### src/rtl/dmi_target_bridge_pkg.sv
`default_nettype none
// ============================================================================
//  Module      : dmi_pkg
//  Description : Shared types for the DMI target bridge: op/response codes,
//                FSM state encoding and the packed request word.
//  Revision    : 1.0 - initial release
// ============================================================================
package dmi_pkg;

    localparam int DMI_ADDR_W = 7;
    localparam int DMI_DATA_W = 32;

    typedef enum logic [1:0] {
        OP_NOP   = 2'd0,
        OP_READ  = 2'd1,
        OP_WRITE = 2'd2,
        OP_RSVD  = 2'd3
    } dmi_op_e;

    typedef enum logic [1:0] {
        RESP_SUCCESS = 2'd0,
        RESP_FAILED  = 2'd2,
        RESP_BUSY    = 2'd3
    } dmi_resp_e;

    typedef enum logic [1:0] {
        ST_IDLE  = 2'd0,
        ST_ISSUE = 2'd1,
        ST_WAIT  = 2'd2,
        ST_RESP  = 2'd3
    } dmi_state_e;

    typedef struct packed {
        logic [DMI_ADDR_W-1:0] addr;
        dmi_op_e               op;
        logic [DMI_DATA_W-1:0] data;
    } dmi_req_t;

endpackage
`default_nettype wire

### src/rtl/dmi_target_bridge_if.sv
`default_nettype none
// ============================================================================
//  Module      : dmi_target_bridge_if
//  Description : DMI request/response channel plus debug-module register
//                port. slave = bridge side, master = transport/target side.
//  Revision    : 1.0 - initial release
// ============================================================================
interface dmi_target_bridge_if #(
    parameter int ADDR_W = 7,
    parameter int DATA_W = 32
);
    logic              debug_req_valid;
    logic              debug_req_ready;
    logic [ADDR_W-1:0] debug_req_bits_addr;
    logic [1:0]        debug_req_bits_op;
    logic [DATA_W-1:0] debug_req_bits_data;
    logic              debug_resp_valid;
    logic              debug_resp_ready;
    logic [1:0]        debug_resp_bits_resp;
    logic [DATA_W-1:0] debug_resp_bits_data;
    logic              reg_req_valid;
    logic              reg_req_write;
    logic [ADDR_W-1:0] reg_req_addr;
    logic [DATA_W-1:0] reg_req_wdata;
    logic              reg_ack;
    logic              reg_err;
    logic [DATA_W-1:0] reg_rdata;
    logic              busy;

    modport slave (
        input  debug_req_valid, debug_req_bits_addr, debug_req_bits_op,
               debug_req_bits_data, debug_resp_ready, reg_ack, reg_err, reg_rdata,
        output debug_req_ready, debug_resp_valid, debug_resp_bits_resp,
               debug_resp_bits_data, reg_req_valid, reg_req_write, reg_req_addr,
               reg_req_wdata, busy
    );

    modport master (
        output debug_req_valid, debug_req_bits_addr, debug_req_bits_op,
               debug_req_bits_data, debug_resp_ready, reg_ack, reg_err, reg_rdata,
        input  debug_req_ready, debug_resp_valid, debug_resp_bits_resp,
               debug_resp_bits_data, reg_req_valid, reg_req_write, reg_req_addr,
               reg_req_wdata, busy
    );
endinterface
`default_nettype wire

### src/rtl/dmi_target_bridge_req_fifo.sv
`default_nettype none
// ============================================================================
//  Module      : dmi_req_fifo
//  Description : Small synchronous FIFO of packed DMI requests. Head entry is
//                read straight from registered storage.
//  Revision    : 1.0 - initial release
// ============================================================================
module dmi_req_fifo
    import dmi_pkg::*;
#(
    parameter int DEPTH = 2
) (
    input  wire logic     clk,
    input  wire logic     rst,
    input  wire logic     i_push,
    input  wire dmi_req_t i_wdata,
    input  wire logic     i_pop,
    output dmi_req_t      o_rdata,
    output logic          o_full,
    output logic          o_empty
);
    localparam int PTR_W = $clog2(DEPTH);
    localparam logic [PTR_W:0] c_DEPTH = (PTR_W+1)'(DEPTH);

    dmi_req_t         r_mem [DEPTH];
    logic [PTR_W-1:0] r_wr_ptr;
    logic [PTR_W-1:0] r_rd_ptr;
    logic [PTR_W:0]   r_count;
    logic             w_push;
    logic             w_pop;

    assign o_full  = (r_count == c_DEPTH);
    assign o_empty = (r_count == '0);
    assign w_push  = i_push && !o_full;
    assign w_pop   = i_pop && !o_empty;
    assign o_rdata = r_mem[r_rd_ptr];

    // Storage write; contents need no reset since count gates visibility.
    always_ff @(posedge clk) begin
        if (w_push) begin
            r_mem[r_wr_ptr] <= i_wdata;
        end
    end

    // Pointer and occupancy tracking; power-of-two depth wraps naturally.
    always_ff @(posedge clk or posedge rst) begin
        if (rst) begin
            r_wr_ptr <= '0;
            r_rd_ptr <= '0;
            r_count  <= '0;
        end else begin
            if (w_push) r_wr_ptr <= r_wr_ptr + 1'b1;
            if (w_pop)  r_rd_ptr <= r_rd_ptr + 1'b1;
            if (w_push && !w_pop)      r_count <= r_count + 1'b1;
            else if (w_pop && !w_push) r_count <= r_count - 1'b1;
        end
    end
endmodule
`default_nettype wire

### src/rtl/dmi_target_bridge.sv
`default_nettype none
// ============================================================================
//  Module      : dmi_target_bridge
//  Description : Buffers DMI requests and turns each read/write into a single
//                outstanding register access with an ack timeout, returning
//                one DMI response per request in arrival order.
//  Revision    : 1.0 - initial release
// ============================================================================
module dmi_target_bridge
    import dmi_pkg::*;
#(
    parameter int ADDR_W    = 7,
    parameter int DATA_W    = 32,
    parameter int REQ_DEPTH = 2,
    parameter int TIMEOUT   = 64
) (
    input  wire logic          clk,
    input  wire logic          reset,
    dmi_target_bridge_if.slave bus
);
    localparam int CNT_W = $clog2(TIMEOUT);
    localparam logic [CNT_W-1:0] c_CNT_MAX = CNT_W'(TIMEOUT - 1);

    dmi_state_e        r_state;
    logic [CNT_W-1:0]  r_cnt;
    logic              r_is_read;
    logic              r_resp_valid;
    logic [1:0]        r_resp;
    logic [DATA_W-1:0] r_resp_data;
    logic              r_reg_req_valid;
    logic              r_reg_write;
    logic [ADDR_W-1:0] r_reg_addr;
    logic [DATA_W-1:0] r_reg_wdata;

    logic              w_full;
    logic              w_empty;
    logic              w_push;
    logic              w_pop;
    dmi_req_t          w_in;
    dmi_req_t          w_head;
    logic [1:0]        w_ack_resp;
    logic [DATA_W-1:0] w_ack_data;

    assign bus.debug_req_ready = !w_full && !reset;
    assign w_push      = bus.debug_req_valid && bus.debug_req_ready;
    assign w_pop       = (r_state == ST_IDLE) && !w_empty;
    assign w_in.addr   = bus.debug_req_bits_addr;
    assign w_in.op     = dmi_op_e'(bus.debug_req_bits_op);
    assign w_in.data   = bus.debug_req_bits_data;

    // Response for an acked access: error wins, read data only on clean reads.
    assign w_ack_resp  = bus.reg_err ? RESP_FAILED : RESP_SUCCESS;
    assign w_ack_data  = (r_is_read && !bus.reg_err) ? bus.reg_rdata : '0;

    dmi_req_fifo #(
        .DEPTH (REQ_DEPTH)
    ) u_fifo (
        .clk     (clk),
        .rst     (reset),
        .i_push  (w_push),
        .i_wdata (w_in),
        .i_pop   (w_pop),
        .o_rdata (w_head),
        .o_full  (w_full),
        .o_empty (w_empty)
    );

    assign bus.debug_resp_valid     = r_resp_valid;
    assign bus.debug_resp_bits_resp = r_resp;
    assign bus.debug_resp_bits_data = r_resp_data;
    assign bus.reg_req_valid        = r_reg_req_valid;
    assign bus.reg_req_write        = r_reg_write;
    assign bus.reg_req_addr         = r_reg_addr;
    assign bus.reg_req_wdata        = r_reg_wdata;
    assign bus.busy                 = (r_state != ST_IDLE) || !w_empty;

    // Request sequencer: pop, strobe the register port, wait/timeout, respond.
    always_ff @(posedge clk or posedge reset) begin
        if (reset) begin
            r_state         <= ST_IDLE;
            r_cnt           <= '0;
            r_is_read       <= 1'b0;
            r_resp_valid    <= 1'b0;
            r_resp          <= RESP_SUCCESS;
            r_resp_data     <= '0;
            r_reg_req_valid <= 1'b0;
            r_reg_write     <= 1'b0;
            r_reg_addr      <= '0;
            r_reg_wdata     <= '0;
        end else begin
            case (r_state)
                ST_IDLE: begin
                    if (w_pop) begin
                        case (w_head.op)
                            OP_READ, OP_WRITE: begin
                                r_state         <= ST_ISSUE;
                                r_reg_req_valid <= 1'b1;
                                r_reg_write     <= (w_head.op == OP_WRITE);
                                r_reg_addr      <= w_head.addr;
                                r_reg_wdata     <= w_head.data;
                                r_is_read       <= (w_head.op == OP_READ);
                            end
                            OP_NOP: begin
                                r_state      <= ST_RESP;
                                r_resp_valid <= 1'b1;
                                r_resp       <= RESP_SUCCESS;
                                r_resp_data  <= '0;
                            end
                            default: begin
                                r_state      <= ST_RESP;
                                r_resp_valid <= 1'b1;
                                r_resp       <= RESP_FAILED;
                                r_resp_data  <= '0;
                            end
                        endcase
                    end
                end
                ST_ISSUE: begin
                    r_reg_req_valid <= 1'b0;
                    if (bus.reg_ack) begin
                        r_state      <= ST_RESP;
                        r_resp_valid <= 1'b1;
                        r_resp       <= w_ack_resp;
                        r_resp_data  <= w_ack_data;
                        r_cnt        <= '0;
                    end else begin
                        r_state <= ST_WAIT;
                        r_cnt   <= CNT_W'(1);
                    end
                end
                ST_WAIT: begin
                    if (bus.reg_ack) begin
                        r_state      <= ST_RESP;
                        r_resp_valid <= 1'b1;
                        r_resp       <= w_ack_resp;
                        r_resp_data  <= w_ack_data;
                        r_cnt        <= '0;
                    end else if (r_cnt == c_CNT_MAX) begin
                        r_state      <= ST_RESP;
                        r_resp_valid <= 1'b1;
                        r_resp       <= RESP_FAILED;
                        r_resp_data  <= '0;
                        r_cnt        <= '0;
                    end else begin
                        r_cnt <= r_cnt + 1'b1;
                    end
                end
                default: begin
                    if (bus.debug_resp_ready) begin
                        r_state      <= ST_IDLE;
                        r_resp_valid <= 1'b0;
                    end
                end
            endcase
        end
    end
endmodule
`default_nettype wire

### src/flat_wrapper.sv
// flat-port wrapper written by rule: the top's interface ports become plain ports
module dmi_target_bridge_flat import dmi_pkg::*;
#(
    parameter int ADDR_W    = 7,
    parameter int DATA_W    = 32,
    parameter int REQ_DEPTH = 2,
    parameter int TIMEOUT   = 64
)
  (clk, reset, bus_debug_req_valid, bus_debug_req_bits_addr, bus_debug_req_bits_op, bus_debug_req_bits_data, bus_debug_resp_ready, bus_reg_ack, bus_reg_err, bus_reg_rdata, bus_debug_req_ready, bus_debug_resp_valid, bus_debug_resp_bits_resp, bus_debug_resp_bits_data, bus_reg_req_valid, bus_reg_req_write, bus_reg_req_addr, bus_reg_req_wdata, bus_busy);
  dmi_target_bridge_if #(.ADDR_W(ADDR_W), .DATA_W(DATA_W)) bus_i ();
  input  wire logic clk;
  input  wire logic reset;
  input wire logic [$bits(bus_i.debug_req_valid)-1:0] bus_debug_req_valid;
  input wire logic [$bits(bus_i.debug_req_bits_addr)-1:0] bus_debug_req_bits_addr;
  input wire logic [$bits(bus_i.debug_req_bits_op)-1:0] bus_debug_req_bits_op;
  input wire logic [$bits(bus_i.debug_req_bits_data)-1:0] bus_debug_req_bits_data;
  input wire logic [$bits(bus_i.debug_resp_ready)-1:0] bus_debug_resp_ready;
  input wire logic [$bits(bus_i.reg_ack)-1:0] bus_reg_ack;
  input wire logic [$bits(bus_i.reg_err)-1:0] bus_reg_err;
  input wire logic [$bits(bus_i.reg_rdata)-1:0] bus_reg_rdata;
  output wire logic [$bits(bus_i.debug_req_ready)-1:0] bus_debug_req_ready;
  output wire logic [$bits(bus_i.debug_resp_valid)-1:0] bus_debug_resp_valid;
  output wire logic [$bits(bus_i.debug_resp_bits_resp)-1:0] bus_debug_resp_bits_resp;
  output wire logic [$bits(bus_i.debug_resp_bits_data)-1:0] bus_debug_resp_bits_data;
  output wire logic [$bits(bus_i.reg_req_valid)-1:0] bus_reg_req_valid;
  output wire logic [$bits(bus_i.reg_req_write)-1:0] bus_reg_req_write;
  output wire logic [$bits(bus_i.reg_req_addr)-1:0] bus_reg_req_addr;
  output wire logic [$bits(bus_i.reg_req_wdata)-1:0] bus_reg_req_wdata;
  output wire logic [$bits(bus_i.busy)-1:0] bus_busy;
  assign bus_i.debug_req_valid = bus_debug_req_valid;
  assign bus_i.debug_req_bits_addr = bus_debug_req_bits_addr;
  assign bus_i.debug_req_bits_op = bus_debug_req_bits_op;
  assign bus_i.debug_req_bits_data = bus_debug_req_bits_data;
  assign bus_i.debug_resp_ready = bus_debug_resp_ready;
  assign bus_i.reg_ack = bus_reg_ack;
  assign bus_i.reg_err = bus_reg_err;
  assign bus_i.reg_rdata = bus_reg_rdata;
  assign bus_debug_req_ready = bus_i.debug_req_ready;
  assign bus_debug_resp_valid = bus_i.debug_resp_valid;
  assign bus_debug_resp_bits_resp = bus_i.debug_resp_bits_resp;
  assign bus_debug_resp_bits_data = bus_i.debug_resp_bits_data;
  assign bus_reg_req_valid = bus_i.reg_req_valid;
  assign bus_reg_req_write = bus_i.reg_req_write;
  assign bus_reg_req_addr = bus_i.reg_req_addr;
  assign bus_reg_req_wdata = bus_i.reg_req_wdata;
  assign bus_busy = bus_i.busy;
  dmi_target_bridge #(.ADDR_W(ADDR_W), .DATA_W(DATA_W), .REQ_DEPTH(REQ_DEPTH), .TIMEOUT(TIMEOUT)) u_core (.clk(clk), .reset(reset), .bus(bus_i));
endmodule
### config.mk
export PLATFORM = sky130hd
export DESIGN_NAME = dmi_target_bridge_flat
export DESIGN_NICKNAME = d
export VERILOG_FILES = /design/src/rtl/dmi_target_bridge_pkg.sv /design/src/rtl/dmi_target_bridge_if.sv /design/src/rtl/dmi_target_bridge_req_fifo.sv /design/src/rtl/dmi_target_bridge.sv /design/src/flat_wrapper.sv
export SDC_FILE = /design/constraint.sdc
export NUM_CORES = 1
export LEC_CHECK = 0
export ABC_AREA = 1
export CELL_PAD_IN_SITES_DETAIL_PLACEMENT = 1
export CELL_PAD_IN_SITES_GLOBAL_PLACEMENT = 1
export CORE_ASPECT_RATIO = 0.9
export CORE_MARGIN = 5
export CORE_UTILIZATION = 35
export CTS_CLUSTER_DIAMETER = 150
export DETAILED_ROUTE_END_ITERATION = 10
export PLACE_DENSITY_LB_ADDON = 0.05
export SLEW_MARGIN = 10
export SYNTH_ARGS = -nofsm -noshare
export SYNTH_HDL_FRONTEND = slang
export SYNTH_SLANG_ARGS = --single-unit
### constraint.sdc
create_clock -name clk -period 3.25 [get_ports clk]
set_clock_uncertainty 0.2 [all_clocks]
set_input_delay 0.65 -clock clk [delete_from_list [all_inputs] [get_ports clk]]
set_output_delay 0.65 -clock clk [all_outputs]
set_load 0.02 [all_outputs]
==> results.cfg <==
[clocking]
cts_tree = yes
cts.clk_slew.worst_paths_ns = 0.07
ctsHoldBuffers = 0
cts_sinks = 170
cts_buffers = 17
clockBufferDepth = 2
postCtsResizedCells = 0
clock_latency_ns = 0.42
ctsHtreeMaxLevel = 4
cts_setup_buffers = 0
cts_root_buffer = clkbuf_16

[synthesis]
yosys-top-cells-area = edfxtp_1 (33%), dfrtp_1 (30%), nand2_1 (13%), mux2_2 (5.9%), nand3_1 (4.8%)
ys_seq_area_frac = 0.6293
synth_compound_area_frac = 0.01148
synth-xor-area-share = 0.005908
ys_ff_latch = 170
synth_area_per_cell_um2 = 10.21
synth_mux_area_frac = 0.05925
synth_cells = 726
synth_cell_types = 28
synthSimpleGateAreaFrac = 0.2149
synth_nets = 814
syn_area_um2 = 7412
netlist.area_leader.share = 0.3322
synthAdderAreaFrac = 0.01519
yosysTopAreaCell = edfxtp_1
yosys_warnings = 0
synth_top_family_by_area = simple AND/OR/NAND/NOR gates

[final_layout]
seqCellArea_um2 = 4666
fill_cells = 2319
antenna_cells = 0
final_common_cell = nand2_1
area_growth_pct = 32.31
drive_above_1_share = 0.1106
multi_input_area_um2 = 2292
nNetsFinal = 962
stdcell_area_um2 = 9807
final_util = 0.4708
mostFrequentLayoutCells = nand2_1 (260), clkdlybuf4s50_1 (155), dfrtp_1 (87)

[timing]
hold_viol_final = 0
rsz0062_at_grt = no
finalWorstSetupSlack_ns = 0.3925
setup_viol = 0
max_freq_mhz = 350.0
tightest_slew_ns = 0.6975
maxSlewHeadroom = 0.5344
finalCriticalPeriod_ns = 2.858
slew_violations = 0
tns_ns = 0
timing.final.crit_share = 0.8792
holdWs_ns = 0.2761

[power_and_ir_drop]
switching_power_mw = 3.567
internal_power_mw = 5.254
combPwrFrac = 0.428
powerDensity_nw_per_um2 = 899.5
power.share.clock = 0.226
peakVddDrop_v = 0.0005043
p_seq_frac = 0.346
sw_frac_of_total = 0.4044
p_leak_nw = 4.372

[setup_path]
path_cells = inv_1, ha_1, nand2_2, clkdlybuf4s50_1
required_ns = 2.40
slowest_delay_ns = 0.65
end_kind = output port
worst-path-max-fanout = 7
setup.worst_path.start_class = flip-flop
arrival_ns = 2.01
crit_type = flip-flop to output port
crit_path_top_delay_cell = clkdlybuf4s50_1
crit_family = buffers and inverters
critPathBufInv = 2

[drt]
routed_wirelength_um = 19460
vias_per_cell = 4.632
drc = 0
final_antenna_net_count = 0
drtPass1Iterations = 4
wl_per_cell_um = 16.60
dr_total_vias = 5429
drt_iter0_drc = 222

[floorplan]
dieArea_um2 = 24190
rows = 50
ios = 157
die_w_um = 163.4
start_util = 0.3558
die_h_um = 148.1
core_area_um2 = 20830

[placement]
dp_slack_ns = 0.3614
place_congestion = 0.7797
dpl_cell_area_um2 = 9228
io_buffers = 155
dp.final_hpwl_um = 13090

[hold_path]
hold_path_class = flip-flop to flip-flop

[global_route]
grt_antenna_before_repair = 0
grt_overflow_total = 0
grt_max_degree = 43
grt_pass1_vias = 6023
grt_pass1_wl_um = 31190
track_usage = 0.1634

[status]
status = finished, final reports clean

[run]
drv_cap = 0
[power by group through the flow]
stage                     clock (mW)  sequential, mW  combinational [mW]
final                           1.99            3.05                3.77
after global routing            2.15            3.11                4.19
after CTS                       2.05            3.07                3.87
after detailed placement           0            3.10                3.85
after global placement             0            3.07                3.76
after floorplan                    0            3.34                2.28
[tightest hold or removal path: stages (launching register included)]
cell and delay [ns]:
dfrtp_1 0.35, nand2_1 0.05, nand2_1 0.05
[cell usage after synthesis]
cell type	count
nor2_1	43
xnor2_1	2
xor2_1	3
nand4_1	2
a31oi_1	1
a22oi_1	2
nand3_1	71
nor2_4	2
inv_1	59
buf_4	4
clkbuf_1	3
nand3b_1	2
nand2_1	260
buf_6	7
mux2_2	39
inv_2	1
ha_1	9
nor2_2	1
buf_2	24
o21ai_2	1
o21ai_0	5
edfxtp_1	82
nand2_2	5
conb_1	1
or2_2	2
clkinv_2	1
dfrtp_1	88
a21oi_1	6
[layout make-up]
type / instances / share of cell area
timing repair buffer: 167 / 0.1712
tap: 286 / 0.03649
sequential: 170 / 0.4758
multi-input combinational: 457 / 0.2337
inverter: 61 / 0.02373
clock inverter: 13 / 0.01531
clock buffer: 18 / 0.04376
[sequential cells by signal, summed over array words and instances, names as in the netlist, 2 cells and up]
name / flops
u_core.bus.debug_resp_bits_data: 32
u_core.r_cnt: 6
u_core.u_fifo.r_count: 2
u_core.u_fifo.r_mem: 82
u_core.r_state: 2
u_core.bus.reg_req_wdata: 32
u_core.bus.reg_req_addr: 7
[routing by layer]
metal  up-vias  GRT usage  share of wire
met5         -          0              0
met4         0    0.03941          0.011
met3        11    0.04821          0.058
met2       131     0.2836           0.49
met1      2671     0.2013           0.44
li1       2616          -              -
[cells by family after synthesis]
kind of cell | Yosys count
other | 1
multiplexers | 39
XOR/XNOR | 5
AO/OA/AOI/OAI | 15
adder cells (fa/ha/maj) | 9
buffers and inverters | 99
AND/OR/NAND/NOR | 388
flip-flops | 170
[metrics by stage]
step	std cells	total power, mW
after global placement	1141	6.835
final	1172	8.821
after floorplan	726	5.624
after global routing	1172	9.449
after CTS	1172	8.990
after detailed placement	1141	6.945
[path summary, 6_finish.rpt]
kind	startpoint	to	slack (ns)	cells past startpoint
min	u_core.bus.debug_resp_bits_resp[1]$_DFFE_PP0P_	u_core.bus.debug_resp_bits_resp[1]$_DFFE_PP0P_	0.28	2
min reg2reg	u_core.bus.debug_resp_bits_resp[1]$_DFFE_PP0P_	u_core.bus.debug_resp_bits_resp[1]$_DFFE_PP0P_	0.28	2
max	u_core.r_state[0]$_DFFE_PP0P_	bus_busy	0.39	4
min in group asynchronous	reset	u_core.bus.reg_req_wdata[6]$_DFFE_PP0P_	0.45	2
max reg2reg	u_core.u_fifo.r_rd_ptr$_DFFE_PP0P_	u_core.bus.debug_resp_bits_data[15]$_DFFE_PP0P_	0.70	8
max in group asynchronous	reset	u_core.bus.reg_req_wdata[17]$_DFFE_PP0P_	1.70	3
Note: power is estimated with default switching activity, not from simulation.
